## src/rtl/uart_pkg.sv

```systemverilog
// uart_pkg: FSM state encoding and oversampling constants shared by the UART blocks
package uart_pkg;
    typedef enum logic [2:0] {IDLE, START, DATA, PARITY, STOP} state_t;
    localparam int OVERSAMPLE = 16;
    localparam int START_SAMPLE = 7;
endpackage

```

## src/rtl/uart_fifo.sv

```systemverilog
// uart_fifo: first-word-fall-through FIFO with registered full/empty flags
module uart_fifo #(
    parameter int WIDTH = 8,
    parameter int DEPTH = 16
) (
    input  logic             clk,
    input  logic             reset,
    input  logic             push,
    input  logic             pop,
    input  logic [WIDTH-1:0] din,
    output logic [WIDTH-1:0] dout,
    output logic             full,
    output logic             empty
);
    localparam int AW = $clog2(DEPTH);
    logic [WIDTH-1:0] mem [DEPTH];
    logic [AW-1:0] wr_ptr, rd_ptr;
    logic [AW:0] count, count_n;
    logic do_push, do_pop;
    assign do_push = push && (!full || pop);
    assign do_pop = pop && !empty;
    assign count_n = count + (AW+1)'(do_push) - (AW+1)'(do_pop);
    assign dout = empty ? '0 : mem[rd_ptr];
    always_ff @(posedge clk or negedge reset) begin
        if (!reset) begin
            wr_ptr <= '0;
            rd_ptr <= '0;
            count <= '0;
            full <= 1'b0;
            empty <= 1'b1;
        end else begin
            wr_ptr <= do_push ? wr_ptr + AW'(1) : wr_ptr;
            rd_ptr <= do_pop ? rd_ptr + AW'(1) : rd_ptr;
            count <= count_n;
            full <= count_n == (AW+1)'(DEPTH);
            empty <= count_n == '0;
        end
    end
    always_ff @(posedge clk) begin
        if (do_push) mem[wr_ptr] <= din;
    end
endmodule

```

## src/rtl/uart_ctrl.sv

```systemverilog
// uart_ctrl: UART with baud generator, TX/RX FSMs and TX/RX FIFOs
module uart_ctrl import uart_pkg::*; #(
    parameter int DATA_BITS = 8,
    parameter int FIFO_DEPTH = 16,
    parameter int DIV_WIDTH = 11
) (
    input  logic                 clk,
    input  logic                 reset,
    input  logic [DIV_WIDTH-1:0] baud_final_value,
    input  logic                 parity_en,
    input  logic                 parity_odd,
    input  logic                 stop2,
    input  logic [DATA_BITS-1:0] tx_fifo_dataIn,
    input  logic                 tx_fifo_writeEn,
    output logic                 tx_fifo_Full,
    output logic                 tx_busy,
    output logic                 tx,
    input  logic                 rx,
    input  logic                 rx_fifo_readEn,
    output logic [DATA_BITS+1:0] rx_fifo_dataOut,
    output logic                 rx_fifo_Empty,
    output logic                 rx_overrun,
    input  logic                 clr_overrun
);
    logic [DIV_WIDTH-1:0] baud_cnt;
    logic tick;
    state_t tx_state, tx_state_n, rx_state, rx_state_n;
    logic [4:0] tx_cnt;
    logic [3:0] rx_cnt;
    logic [2:0] tx_bit, rx_bit;
    logic [DATA_BITS-1:0] tx_shreg, tx_data, rx_shreg;
    logic tx_par, tx_par_en, tx_stop2, tx_empty, tx_pop, tx_done;
    logic [1:0] rx_sync;
    logic rx_s, rx_par_en, rx_par_odd, rx_perr, rx_done, rx_push, rx_full;
    logic [DATA_BITS+1:0] rx_word;

    assign tick = baud_cnt == baud_final_value;
    always_ff @(posedge clk or negedge reset) begin
        if (!reset) baud_cnt <= '0;
        else baud_cnt <= tick ? '0 : baud_cnt + DIV_WIDTH'(1);
    end

    uart_fifo #(.WIDTH(DATA_BITS), .DEPTH(FIFO_DEPTH)) u_tx_fifo (
        .clk(clk), .reset(reset), .push(tx_fifo_writeEn), .pop(tx_pop),
        .din(tx_fifo_dataIn), .dout(tx_data), .full(tx_fifo_Full), .empty(tx_empty)
    );

    // STOP stretches to two bit periods when two stop bits were latched
    assign tx_done = tick && tx_cnt == ((tx_state == STOP && tx_stop2) ? 5'(2*OVERSAMPLE-1) : 5'(OVERSAMPLE-1));
    assign tx_busy = tx_state != IDLE;
    assign tx = tx_state == START ? 1'b0 : tx_state == DATA ? tx_shreg[0] : tx_state == PARITY ? tx_par : 1'b1;
    always_comb begin
        tx_state_n = tx_state;
        tx_pop = 1'b0;
        case (tx_state)
            IDLE: if (!tx_empty) begin
                tx_state_n = START;
                tx_pop = 1'b1;
            end
            START: if (tx_done) tx_state_n = DATA;
            DATA: if (tx_done && tx_bit == 3'(DATA_BITS-1)) tx_state_n = tx_par_en ? PARITY : STOP;
            PARITY: if (tx_done) tx_state_n = STOP;
            default: if (tx_done) tx_state_n = IDLE;
        endcase
    end
    always_ff @(posedge clk or negedge reset) begin
        if (!reset) begin
            tx_state <= IDLE;
            tx_cnt <= '0;
            tx_bit <= '0;
            tx_shreg <= '0;
            tx_par <= 1'b0;
            tx_par_en <= 1'b0;
            tx_stop2 <= 1'b0;
        end else begin
            tx_state <= tx_state_n;
            if (tx_pop) begin
                tx_cnt <= '0;
                tx_bit <= '0;
                tx_shreg <= tx_data;
                tx_par <= ^tx_data ^ parity_odd;
                tx_par_en <= parity_en;
                tx_stop2 <= stop2;
            end else if (tick) begin
                tx_cnt <= tx_done ? '0 : tx_cnt + 5'd1;
                if (tx_done && tx_state == DATA) begin
                    tx_shreg <= tx_shreg >> 1;
                    tx_bit <= tx_bit + 3'd1;
                end
            end
        end
    end

    assign rx_s = rx_sync[1];
    assign rx_done = tick && rx_cnt == (rx_state == START ? 4'(START_SAMPLE) : 4'(OVERSAMPLE-1));
    assign rx_push = rx_state == STOP && rx_done;
    assign rx_word = {~rx_s, rx_perr, rx_shreg};
    always_comb begin
        rx_state_n = rx_state;
        case (rx_state)
            IDLE: if (!rx_s) rx_state_n = START;
            START: if (rx_done) rx_state_n = rx_s ? IDLE : DATA;
            DATA: if (rx_done && rx_bit == 3'(DATA_BITS-1)) rx_state_n = rx_par_en ? PARITY : STOP;
            PARITY: if (rx_done) rx_state_n = STOP;
            default: if (rx_done) rx_state_n = IDLE;
        endcase
    end
    // configuration tracks the inputs while idle, so it freezes on the start edge
    always_ff @(posedge clk or negedge reset) begin
        if (!reset) begin
            rx_sync <= 2'b11;
            rx_state <= IDLE;
            rx_cnt <= '0;
            rx_bit <= '0;
            rx_shreg <= '0;
            rx_perr <= 1'b0;
            rx_par_en <= 1'b0;
            rx_par_odd <= 1'b0;
            rx_overrun <= 1'b0;
        end else begin
            rx_sync <= {rx_sync[0], rx};
            rx_state <= rx_state_n;
            if (rx_state == IDLE) begin
                rx_cnt <= '0;
                rx_bit <= '0;
                rx_perr <= 1'b0;
                rx_par_en <= parity_en;
                rx_par_odd <= parity_odd;
            end else if (tick) begin
                rx_cnt <= rx_done ? '0 : rx_cnt + 4'd1;
                if (rx_done && rx_state == DATA) begin
                    rx_shreg <= {rx_s, rx_shreg[DATA_BITS-1:1]};
                    rx_bit <= rx_bit + 3'd1;
                end
                if (rx_done && rx_state == PARITY) rx_perr <= rx_s != (^rx_shreg ^ rx_par_odd);
            end
            if (rx_push && rx_full && !rx_fifo_readEn) rx_overrun <= 1'b1;
            else if (clr_overrun) rx_overrun <= 1'b0;
        end
    end

    uart_fifo #(.WIDTH(DATA_BITS+2), .DEPTH(FIFO_DEPTH)) u_rx_fifo (
        .clk(clk), .reset(reset), .push(rx_push), .pop(rx_fifo_readEn),
        .din(rx_word), .dout(rx_fifo_dataOut), .full(rx_full), .empty(rx_fifo_Empty)
    );
endmodule

```

## config.mk

```make
export PLATFORM = sky130hd
export DESIGN_NAME = uart_ctrl
export DESIGN_NICKNAME = d
export VERILOG_FILES = /design/src/rtl/uart_pkg.sv /design/src/rtl/uart_fifo.sv /design/src/rtl/uart_ctrl.sv
export SDC_FILE = /design/constraint.sdc
export NUM_CORES = 1
export LEC_CHECK = 0
export ABC_AREA = 1
export CORE_UTILIZATION = 34
export CTS_CLUSTER_SIZE = 25
export DETAILED_ROUTE_END_ITERATION = 8
export REMOVE_ABC_BUFFERS = 1
export SYNTH_ARGS = -nofsm -noshare
export SYNTH_HDL_FRONTEND = slang
export SYNTH_SLANG_ARGS = --single-unit
```

## constraint.sdc

```tcl
create_clock -name clk -period 3.8 [get_ports clk]
set_clock_uncertainty 0.2 [all_clocks]
set_input_delay 0.76 -clock clk [delete_from_list [all_inputs] [get_ports clk]]
set_output_delay 0.76 -clock clk [all_outputs]
set_load 0.005 [all_outputs]
```

Yosys cells after proc, flatten, opt, wreduce, memory -nomap -nowiden
Memories as Yosys holds them, arrays and structs flattened.
Cells that the tools add are included.

cells by class
  add/sub/neg operators = 13
  equality and inequality tests = 24
  mux-type cells = 49
  bitwise gates (word level) = 4
  reduce and logical (&&, ||, !) cells = 43

operators by type and width
  cell                                                                    number
  3-bit 2-to-1 mux                                                        18
  8-bit 2-to-1 mux                                                        4
  3-bit one-hot mux with 4 select lines                                   2
  4-bit by 1-bit adder with 4-bit output (second input constant)          5
  5-bit 2-to-1 mux                                                        4
  4-bit 2-to-1 mux                                                        4
  8-bit XOR reduction                                                     2
  1-bit logical AND                                                       15
  1-bit 2-to-1 mux                                                        14
  2-bit inequality test (second input constant)                           7
  3-bit by 2-bit equality test with 1-bit output (second input constant)  4
  3-bit equality test (second input constant)                             4
  2-bit nonzero test                                                      6
  11-bit by 1-bit adder with 11-bit output (second input constant)        1
  11-bit equality test                                                    1
  11-bit 2-to-1 mux                                                       1
  5-bit by 1-bit adder with 5-bit output                                  2
  5-bit equality test (second input constant)                             2
  5-bit logical NOT                                                       2
  10-bit 2-to-1 mux                                                       1
  5-bit AND reduction                                                     2
  5-bit by 1-bit subtractor with 5-bit output                             2
  3-bit nonzero test                                                      3
  3-bit by 1-bit adder with 3-bit output (second input constant)          2
  other kinds (14)                                                        25

storage, ports and cells
  register bits after elaboration = 87
  bits in writable memories = 288
  input port bits = 28
  memories = 2

memories
  name           words  width  read ports  clocked after memory_dff  write ports  RTL line         text
  u_rx_fifo.mem  16     10     1           0                         1            uart_fifo.sv:16  logic [WIDTH-1:0] mem [DEPTH];
  u_tx_fifo.mem  16     8      1           0                         1            uart_fifo.sv:16

Depth between registers and ports, before layout
Gate-level depths: netlist of run 1.

  word-level depth = 9
  gate-level depth with buffers = 19
  depth with buffers taken out = 18

Hierarchy
Synthesis of run 1 repeated with hierarchy kept, for this count alone.

second synthesis, totals
  cells, all modules = 1733
  area, all modules = 17033.8 um2

by module, submodules not included
  module                 instances  cells each  area each (um2)
  uart_fifo (u_rx_fifo)  1          724         7647.3
  uart_fifo (u_tx_fifo)  1          598         6243.5
  uart_ctrl              1          411         3143.0

Worst setup path after synthesis of run 1
OpenSTA, ideal clock, no wires.

  kind = in2reg
  from = in baud_final_value[4]
  to = reg u_rx_fifo.empty
  setup time = 0.068 ns
  arrival = 3.026 ns
  path slack = 0.506 ns
  stages = 11
  path buffers = 0
  cells stage by stage = xnor2_1 -> nand3_1 -> nor3_1 -> nand2_1 -> nor2_4 -> nand4_2 -> a21oi_4 -> ha_1 -> fa_1 -> or4_1 -> nor2_1

between the ends
  longest elaborated chain between the ends = 7

ends and longest elaborated chain
  element                                      RTL line         text
  start, declared                              uart_ctrl.sv:9   input logic [DIV_WIDTH-1:0] baud_final_value,
  11-bit equality test                         uart_ctrl.sv:37  assign tick = baud_cnt == baud_final_value;
  1-bit logical AND                            uart_ctrl.sv:95  assign rx_done = tick && rx_cnt == (rx_state == START ? 4'(START_SAMPLE) : 4'(OVERSAMPLE-1));
  1-bit logical AND                            uart_ctrl.sv:96  assign rx_push = rx_state == STOP && rx_done;
  1-bit logical AND                            uart_fifo.sv:20  assign do_push = push && (!full || pop);
  via u_rx_fifo.do_push                        uart_fifo.sv:19  logic do_push, do_pop;
  5-bit by 1-bit adder with 5-bit output       uart_fifo.sv:22  assign count_n = count + (AW+1)'(do_push) - (AW+1)'(do_pop);
  5-bit by 1-bit subtractor with 5-bit output  uart_fifo.sv:22
  via u_rx_fifo.count_n[1]                     uart_fifo.sv:18  logic [AW:0] count, count_n;
  5-bit logical NOT                            uart_fifo.sv:36  empty <= count_n == '0;
  end signal, assigned                         uart_fifo.sv:30  empty <= 1'b1;
  end signal, assigned                         uart_fifo.sv:36
  end, declared                                uart_fifo.sv:13  output logic empty

The timed path passes the listed nets, and every way through them passes these cells.
A chain may end at the register's enable or synchronous reset.

Final worst setup path of run 1
  from = reg u_rx_fifo.rd_ptr[1]
  to = out rx_fifo_dataOut[1]

between the ends
  longest elaborated chain between the ends = 2

ends and longest elaborated chain
  element                 RTL line         text
  start, declared         uart_fifo.sv:17  logic [AW-1:0] wr_ptr, rd_ptr;
  start signal, assigned  uart_fifo.sv:33  rd_ptr <= do_pop ? rd_ptr + AW'(1) : rd_ptr;
  memory 16 x 10 bit      -
  10-bit 2-to-1 mux       uart_fifo.sv:23  assign dout = empty ? '0 : mem[rd_ptr];
  end, declared           uart_ctrl.sv:20  output logic [DATA_BITS+1:0] rx_fifo_dataOut,

No other way between the ends.

==> qor.csv, run 1 <==
stage;metric;value;unit
finish;Net count, final;1608;
worst_setup_path;Worst setup EP type;output port;
global_route;Tot GR Track Use;0.150;
pwr;PD cells;611;nW/µm²
yosys;Ys Warns;0;
floorplanning;Ports;43;
drt;DRC;0;
floorplanning;die extent in x;221;µm
clock_network;CTS Buf Count;40;
drt;Via-to-Cell Ratio;4.93;
global_route;initial antenna violation count;0;
yosys;Netlist Area Pre-Place;16300;µm²
timing;final setup violation count;0;
placement;routability-driven placement congestion ratio;0.825;
clock_network;Reg clk slew, reported paths;60;ps
yosys;count leader, synth;nand2_1;
global_route;largest net degree at the start of global routing;84;
yosys;asr flop ratio synth;0.232;
pwr;worst vdd ir;0.000317;V
yosys;Synth Area in Compound Gates;0.0808;
worst_setup_path;worst path arrival time;2690;ps
min_path;HP Class;in2async;
yosys;Yosys top cell area share;0.531;
placement;Place WS;-15.0;ps
yosys;Adder-Cell Fraction of Synth Area;0.0232;
clock_network;Worst-Skew Late Latency;540;ps
yosys;Yosys top cell by area;edfxtp_1;
placement;Port Buffers;42;
yosys;Synth Register Bits;375;
drt;final antenna-violating net count;0;
clock_network;CTS root buf;clkbuf_16;
yosys;synth cell count leaders;nand2_1, edfxtp_1, nor2_1;
drt;DR pass1 iterations;8;
drt;WL final;37000;µm
yosys;Synth Area in Simple Gates;0.155;
finish;Util after Layout;0.401;
floorplanning;# rows;79;
placement;dpl hpwl;23200;µm
floorplanning;starting density of the core;0.347;
yosys;sequential-to-total area share from yosys stat;0.664;
worst_setup_path;Worst setup SP type;flip-flop;
clock_network;total clock sinks;375;
finish;FILL cells;4440;
yosys;largest family of logic cells by synthesized area;simple AND/OR/NAND/NOR gates;
clock_network;deepest clock path buffer count;3;
global_route;GR Overflow Total;0;
yosys;ranking of synthesized cells by area;edfxtp_1, dfrtp_1, nand2_1, nor2_1, nand3_1;
finish;share of cells above drive strength 1;0.0784;
worst_setup_path;Crit Path Category;reg2out;
finish;Syn-to-layout area delta;15.5;%
yosys;multiplexer area fraction after synthesis;0.000691;
drt;post-DR wirelength/cell;16.9;µm
drt;first-iteration detailed-routing DRC count;1042;
yosys;Cell variety after synth;45;
global_route;first-pass GRT wire length;58000;µm
yosys;prevailing post-synth register cell;edfxtp_1;
timing;final hold viol count;0;
timing;fin crit share;0.961;
timing;Max Slew Vio Count;0;
clock_network;hold_buf cts;0;
floorplanning;Die Y;221;µm
floorplanning;die footprint;48800;µm²
yosys;Synth Instances;1487;
timing;shortest period the worst path allows;3650;ps
clock_network;CTS tree;done;
timing;Setup TNS;0;ps
clock_network;H-tree Lvls;2;
floorplanning;core box area;47000;µm²
run_status;status;finished, final reports clean;
yosys;Syn Area/Cell;11.0;µm²
drt;via count;10798;
pwr;Lkg Pwr;0.00739;µW
global_route;vias in the first global route;10497;
timing;relative slew slack;0.443;
yosys;EDFF count, synth;288;
finish;Ant. Diodes;0;
flow_run;Max Cap Violations;0;
timing;setup ws final;147;ps
timing;Least-Margin Pin Slew;835;ps
worst_setup_path;reg2reg path depth;15;
worst_setup_path;maximum fanout along the worst path;28;
worst_setup_path;Crit path required time;2840;ps
timing;Fmax;274;MHz
yosys;post-synthesis xor/xnor area fraction;0.0263;
## power breakdown
part / switching (µW) / internal, µW
clock: 1580 / 2180
combinational: 1720 / 1090
sequential: 201 / 4740
## final cells by class
cell class | count | area, µm² | area share
Timing Repair Buffer | 85 | 781 | 0.0415
Tap cell | 607 | 759 | 0.0403
Inverter | 139 | 523 | 0.0278
Multi-Input combinational cell | 910 | 4670 | 0.248
Clock inverter | 14 | 109 | 0.00578
Sequential cell | 375 | 10800 | 0.575
Clock buffer | 59 | 1150 | 0.0613
## critical path, stage by stage, from the launching register on
cell,delay (ps)
dfrtp_1,370
buf_4,220
buf_8,220
o21ai_0,120
o22ai_1,270
o211ai_1,170
a21oi_1,210
clkdlybuf4s50_1,550
## sequential cells by signal, summed over array words and instances, names as in the netlist, 5 cells and up
name             count
tx_cnt               5
u_tx_fifo.mem      128
tx_shreg             8
u_rx_fifo.count      5
u_rx_fifo.mem      160
rx_shreg             8
u_tx_fifo.count      5
baud_cnt            11
## cells in the final DEF, fill, tap and decap left out, types with 3 or more instances in the layout
master and instances:
edfxtp_1 288, inv_1 133, a31oi_1 3, dfstp_2 4, nand2_1 307, clkbuf_16 41
xor2_1 29, o22ai_1 11, nand4_1 8, nand3_1 116, or2_2 3, nor2_1 163
clkinv_1 6, ha_1 27, clkbuf_1 12, inv_6 3, o21ai_0 112, a21oi_1 29
xnor2_1 20, buf_4 40, nor3_1 8, o211ai_1 16, clkbuf_8 6, dfrtp_1 81
clkinv_2 7, o221ai_1 30, clkdlybuf4s50_1 41
## timing repair
action                     CTS  global route
gates resized for setup      2             5
buffers inserted             0             0
setup endpoints to repair    3             9
## per-stage QoR
step	cells	instance area, µm²	hold WS (ps)	total power (µW)
2_1_floorplan	1424	16000	145	6680
3_3_place_gp	2116	17500	149	7750
3_5_place_dp	2116	17500	150	7820
4_1_cts	2189	18800	65.8	11600
5_1_grt	2189	18800	93.2	12100
6_report	2189	18800	47.8	11500
## layer usage
| layer | part of all wire | wire (µm) | GRT usage | up-vias |
|---|---|---|---|---|
| li1 | - | - | - | 5239 |
| met1 | 0.47 | 17200 | 0.209 | 5244 |
| met4 | 0.024 | 874 | 0.0458 | 0 |
| met2 | 0.46 | 17000 | 0.240 | 254 |
| met5 | 0 | 0 | 0 | - |
| met3 | 0.051 | 1880 | 0.0250 | 61 |
## final timing paths
path | endpoint | slack (ps) | start
max reg2reg | u_tx_fifo.empty | 720 | tx_state[0]
max | rx_fifo_dataOut[1] | 150 | u_rx_fifo.rd_ptr[1]
min | rx_overrun | 50 | reset
min in group clk | rx_sync[1] | 170 | rx_sync[0]
max in group asynchronous | u_tx_fifo.empty | 2540 | reset
min reg2reg | rx_sync[1] | 170 | rx_sync[0]
## kinds of logic (layout without fill, tap and decap cells)
group                    Yosys count  in the layout
XOR/XNOR                          49             49
multiplexers                       1              1
flip-flops                       375            375
AND/OR/NAND/NOR                  614            614
adder cells (fa/ha/maj)           29             29
buffers and inverters            202            297
AO/OA/AOI/OAI                    217            217
Power figures use the tool's default switching activity.
==> inputs of run 2 (changes only) <==
Settings changed: CTS_CLUSTER_DIAMETER from default to 80.
==> qor.csv, run 2 (synthesized netlist as in run 1, its figures left out) <==
stage;metric;value;unit
pwr;worst vdd ir;0.000346;V
placement;dpl hpwl;23200;µm
clock_network;CTS root buf;clkbuf_16;
timing;final setup violation count;0;
floorplanning;Ports;43;
worst_setup_path;Worst setup SP type;flip-flop;
drt;first-iteration detailed-routing DRC count;1052;
timing;final hold viol count;0;
finish;most frequent cells in the layout;nand2_1, edfxtp_1, nor2_1, inv_1, nand3_1;
finish;Ant. Diodes;0;
drt;Via-to-Cell Ratio;4.96;
worst_setup_path;Worst R2R Setup Slack;660;ps
clock_network;H-tree Lvls;1;
pwr;PD cells;569;nW/µm²
floorplanning;die extent in x;221;µm
placement;Place WS;-15.0;ps
worst_setup_path;worst path arrival time;2720;ps
placement;routability-driven placement congestion ratio;0.825;
flow_run;Max Cap Violations;0;
drt;via count;10670;
timing;Least-Margin Pin Slew;827;ps
finish;Syn-to-layout area delta;12.1;%
clock_network;Reg clk slew, reported paths;90;ps
clock_network;# Post-CTS Setup Buffers;0;
floorplanning;Die Y;221;µm
finish;Largest regs;u_rx_fifo.mem (160), u_tx_fifo.mem (128), baud_cnt (11);
clock_network;CTS Buf Count;21;
worst_setup_path;launching point of the worst reg2reg path;tx_state[0];
worst_setup_path;Crit path required time;2840;ps
timing;Fmax;272;MHz
drt;WL final;36600;µm
global_route;initial antenna violation count;0;
finish;Biggest register;u_rx_fifo.mem;
timing;shortest period the worst path allows;3680;ps
finish;Net count, final;1589;
floorplanning;starting density of the core;0.347;
global_route;vias in the first global route;10267;
global_route;GR Overflow Total;0;
floorplanning;die footprint;48800;µm²
worst_setup_path;worst reg2reg endpoint;u_tx_fifo.empty;
global_route;Tot GR Track Use;0.148;
timing;Max Slew Vio Count;0;
run_status;status;finished, final reports clean;
finish;FILL cells;4480;
global_route;first-pass GRT wire length;57300;µm
finish;share of cells above drive strength 1;0.0627;
floorplanning;# rows;79;
drt;final antenna-violating net count;0;
placement;Port Buffers;42;
placement;total placed cells including tap cells;2116;
pwr;Lkg Pwr;0.00713;µW
worst_setup_path;Crit Path Category;reg2out;
worst_setup_path;Worst setup EP type;output port;
drt;DR pass1 iterations;5;
timing;setup ws final;117;ps
clock_network;deepest clock path buffer count;3;
clock_network;Worst-Skew Late Latency;550;ps
global_route;largest net degree at the start of global routing;84;
finish;Util after Layout;0.389;
worst_setup_path;maximum fanout along the worst path;28;
finish;FF/Latch Area;10800;µm²
floorplanning;core box area;47000;µm²
drt;post-DR wirelength/cell;17.0;µm
timing;fin crit share;0.969;
worst_setup_path;reg2reg path depth;15;
finish;most common cell after layout, fill and taps aside;nand2_1;
finish;Finished Layout Cells;2153;
clock_network;total clock sinks;375;
drt;DRC;0;
min_path;HP Class;in2async;
finish;Largest register FFs;160;
finish;multi-input logic area;4660;µm²
clock_network;CTS tree;done;
timing;RSZ-0062 raised after global routing;true;
timing;relative slew slack;0.449;
run 2: cell types whose count changed in the layout (fill, tap and decap cells not counted), sizes merged:
cell      previous run  this run
clkinv              13         9
bufinv               1         3
inv                137       138
clkinvlp             2         0
clkbuf              59        26
run 2: report_power, final:
group,total (µW),switching [µW],internal [µW]
sequential,4930,200,4730
combinational,2840,1750,1090
clock,2630,1370,1250
total,10400,3320,7080
run 2: worst max-delay path, cell delays in order (launching register included):
cell and delay [ps]:
dfrtp_1 390, buf_4 230, buf_8 220, o21ai_0 120, o22ai_1 280, o211ai_1 170
a21oi_1 220, clkdlybuf4s50_1 560
run 2: worst max-delay path by stage:
| stage | from | to | slack (ps) | depth (start not counted) |
|---|---|---|---|---|
| 2_1_floorplan | u_rx_fifo.rd_ptr[0] | rx_fifo_dataOut[4] | 80 | 5 |
| 3_3_place_gp | baud_final_value[10] | u_rx_fifo.empty | 60 | 12 |
| 3_5_place_dp | baud_final_value[0] | u_rx_fifo.empty | -20 | 12 |
| 4_1_cts | u_rx_fifo.rd_ptr[0] | rx_fifo_dataOut[6] | 30 | 7 |
| 5_1_grt | u_rx_fifo.rd_ptr[0] | rx_fifo_dataOut[6] | -6 | 7 |
| 6_report | u_rx_fifo.rd_ptr[1] | rx_fifo_dataOut[1] | 120 | 7 |
run 2: final cells by class:
cell class	count	share of cell area
Timing Repair Buffer	85	0.0427
Inverter	139	0.0286
Tap cell	607	0.0416
Clock inverter	11	0.00876
Clock buffer	26	0.0303
Multi-Input combinational cell	910	0.255
Sequential cell	375	0.593
run 2: metal layers:
metal	up-vias	share of wire	GRT usage
met5	-	0	0
li1	5184	-	-
met4	0	0.022	0.0354
met2	242	0.47	0.241
met3	49	0.045	0.0197
met1	5195	0.47	0.209
run 2: timing repair:
| item | 4_1_cts | 5_1_grt |
|---|---|---|
| hold buffers | 0 | 0 |
| resized for setup | 2 | 4 |
| pin swaps | 0 | 0 |
| setup endpoints to repair | 3 | 9 |
run 2: metrics by stage:
stage	hold slack [ps]	power, µW	cell area [µm²]	setup TNS (ps)
after floorplan	145	6680	16000	0
after global placement	149	7750	17500	0
after detailed placement	150	7820	17500	-21.3
after CTS	64.6	10500	18300	0
after global routing	81.8	11000	18300	-16.1
final	50.5	10400	18300	0
==> inputs of run 3 (changes only) <==
Settings changed: HOLD_SLACK_MARGIN from default to 0.15.
Clock period 3.8 ns to 4.7 ns, I/O delays scaled along.
==> qor.csv, run 3 (synthesized netlist as in run 1, its figures left out) <==
stage;metric;value;unit
drt;final antenna-violating net count;0;
worst_setup_path;reg2reg path depth;9;
finish;Biggest register;u_rx_fifo.mem;
worst_setup_path;launching point of the worst reg2reg path;rx_state[2];
clock_network;total clock sinks;375;
floorplanning;Die Y;221;µm
clock_network;H-tree Lvls;1;
worst_setup_path;worst reg2reg endpoint;u_rx_fifo.empty;
timing;final hold viol count;0;
pwr;PD cells;457;nW/µm²
worst_setup_path;Critical path origin;u_rx_fifo.rd_ptr[1];
placement;routability-driven placement congestion ratio;0.787;
worst_setup_path;Crit Path Category;reg2out;
global_route;Tot GR Track Use;0.145;
finish;share of cells above drive strength 1;0.0515;
timing;fin crit share;0.901;
clock_network;deepest clock path buffer count;3;
global_route;largest net degree at the start of global routing;84;
min_path;Hold Crit Depth;0;
flow_run;Max Cap Violations;0;
timing;shortest period the worst path allows;4240;ps
floorplanning;starting density of the core;0.347;
clock_network;CTS tree;done;
finish;most common cell after layout, fill and taps aside;nand2_1;
placement;total placed cells including tap cells;2102;
finish;Net count, final;1575;
drt;DR pass1 iterations;5;
global_route;first-pass GRT wire length;56500;µm
min_path;Hold Path End;rx_sync[1];
global_route;GR Overflow Total;0;
min_path;HP Class;reg2reg;
timing;RSZ-0062 raised after global routing;false;
global_route;initial antenna violation count;0;
finish;Ant. Diodes;0;
worst_setup_path;slowest CP cell;clkdlybuf4s50_1;
timing;Fmax;236;MHz
worst_setup_path;Worst R2R Setup Slack;1280;ps
global_route;vias in the first global route;10167;
placement;dpl hpwl;22300;µm
timing;Max Slew Vio Count;0;
worst_setup_path;Worst setup SP type;flip-flop;
timing;final setup violation count;0;
floorplanning;Ports;43;
finish;Largest register FFs;160;
finish;most frequent cells in the layout;nand2_1, edfxtp_1, nor2_1, inv_1, nand3_1;
finish;Largest regs;u_rx_fifo.mem (160), u_tx_fifo.mem (128), baud_cnt (11);
drt;post-DR wirelength/cell;16.9;µm
floorplanning;core box area;47000;µm²
drt;WL final;36200;µm
clock_network;Worst-Skew Late Latency;560;ps
floorplanning;die extent in x;221;µm
floorplanning;# rows;79;
timing;Setup TNS;0;ps
worst_setup_path;Worst setup EP type;output port;
worst_setup_path;slowest stage delay, CP;570;ps
min_path;min-delay src;rx_sync[0];
drt;Via-to-Cell Ratio;4.97;
worst_setup_path;crit-path cells;inv_1 -> buf_4 -> o21ai_0 -> o221ai_1 -> o211ai_1 -> a21oi_1 -> clkdlybuf4s50_1;
drt;first-iteration detailed-routing DRC count;951;
pwr;Lkg Pwr;0.00702;µW
worst_setup_path;Crit path required time;3560;ps
clock_network;Reg clk slew, reported paths;100;ps
drt;via count;10635;
clock_network;# Post-CTS Setup Buffers;0;
run_status;status;finished, final reports clean;
placement;Port Buffers;42;
floorplanning;die footprint;48800;µm²
pwr;worst vdd ir;0.000242;V
clock_network;CTS Buf Count;21;
finish;FILL cells;4464;
finish;Finished Layout Cells;2140;
finish;Syn-to-layout area delta;11.0;%
timing;relative slew slack;0.366;
worst_setup_path;maximum fanout along the worst path;22;
clock_network;hold_buf cts;0;
timing;Least-Margin Pin Slew;950;ps
worst_setup_path;worst path arrival time;3100;ps
clock_network;CTS root buf;clkbuf_16;
clock_network;Post-CTS Resized;0;
drt;DRC;0;
run 3: layout make-up:
cell class / count / area [µm²] / share of cell area
sequential: 375 / 10800 / 0.599
inverter: 139 / 522 / 0.0288
clock buffer: 30 / 581 / 0.0321
tap: 607 / 759 / 0.0420
clock inverter: 8 / 100 / 0.00553
multi-input combinational: 910 / 4660 / 0.258
timing repair buffer: 71 / 636 / 0.0351
run 3: report_power, final:
part           total (µW)  switching [µW]  internal, µW  leakage (µW)
combinational        2220            1400           819       0.00307
clock                2040            1120           914      0.000331
sequential           4000             175          3830       0.00362
total                8260            2700          5560       0.00702
run 3: worst max path at each step:
stage,slack [ps],end,depth (start not counted)
floorplan,800,rx_fifo_dataOut[4],5
global placement,470,u_rx_fifo.empty,12
detailed placement,420,u_rx_fifo.full,12
CTS,470,rx_fifo_dataOut[8],6
global route,250,rx_fifo_dataOut[5],7
finish,460,rx_fifo_dataOut[5],7
run 3: worst max-delay path: cells and delay by family (launching register included):
family	cells	cell delay, ps
buf+inv	3	1380
compound gates	4	780
flops	1	390
run 3: through the flow:
stage	cell area, µm²	setup slack, ps	hold WS [ps]	power [µW]	utilization
after floorplan	16000	803	145	5400	-
after global placement	17400	466	150	6240	0.371
after detailed placement	17400	416	150	6300	0.371
after CTS	18100	471	197	8330	0.385
after global routing	18100	247	200	8700	0.385
final	18100	463	190	8260	0.385
run 3: layer usage:
layer / vias to the layer above / share of wire / global-route usage
met5: - / 0 / 0
met4: 0 / 0.025 / 0.0388
met3: 56 / 0.048 / 0.0179
met2: 260 / 0.46 / 0.237
met1: 5175 / 0.47 / 0.205
li1: 5144 / - / -
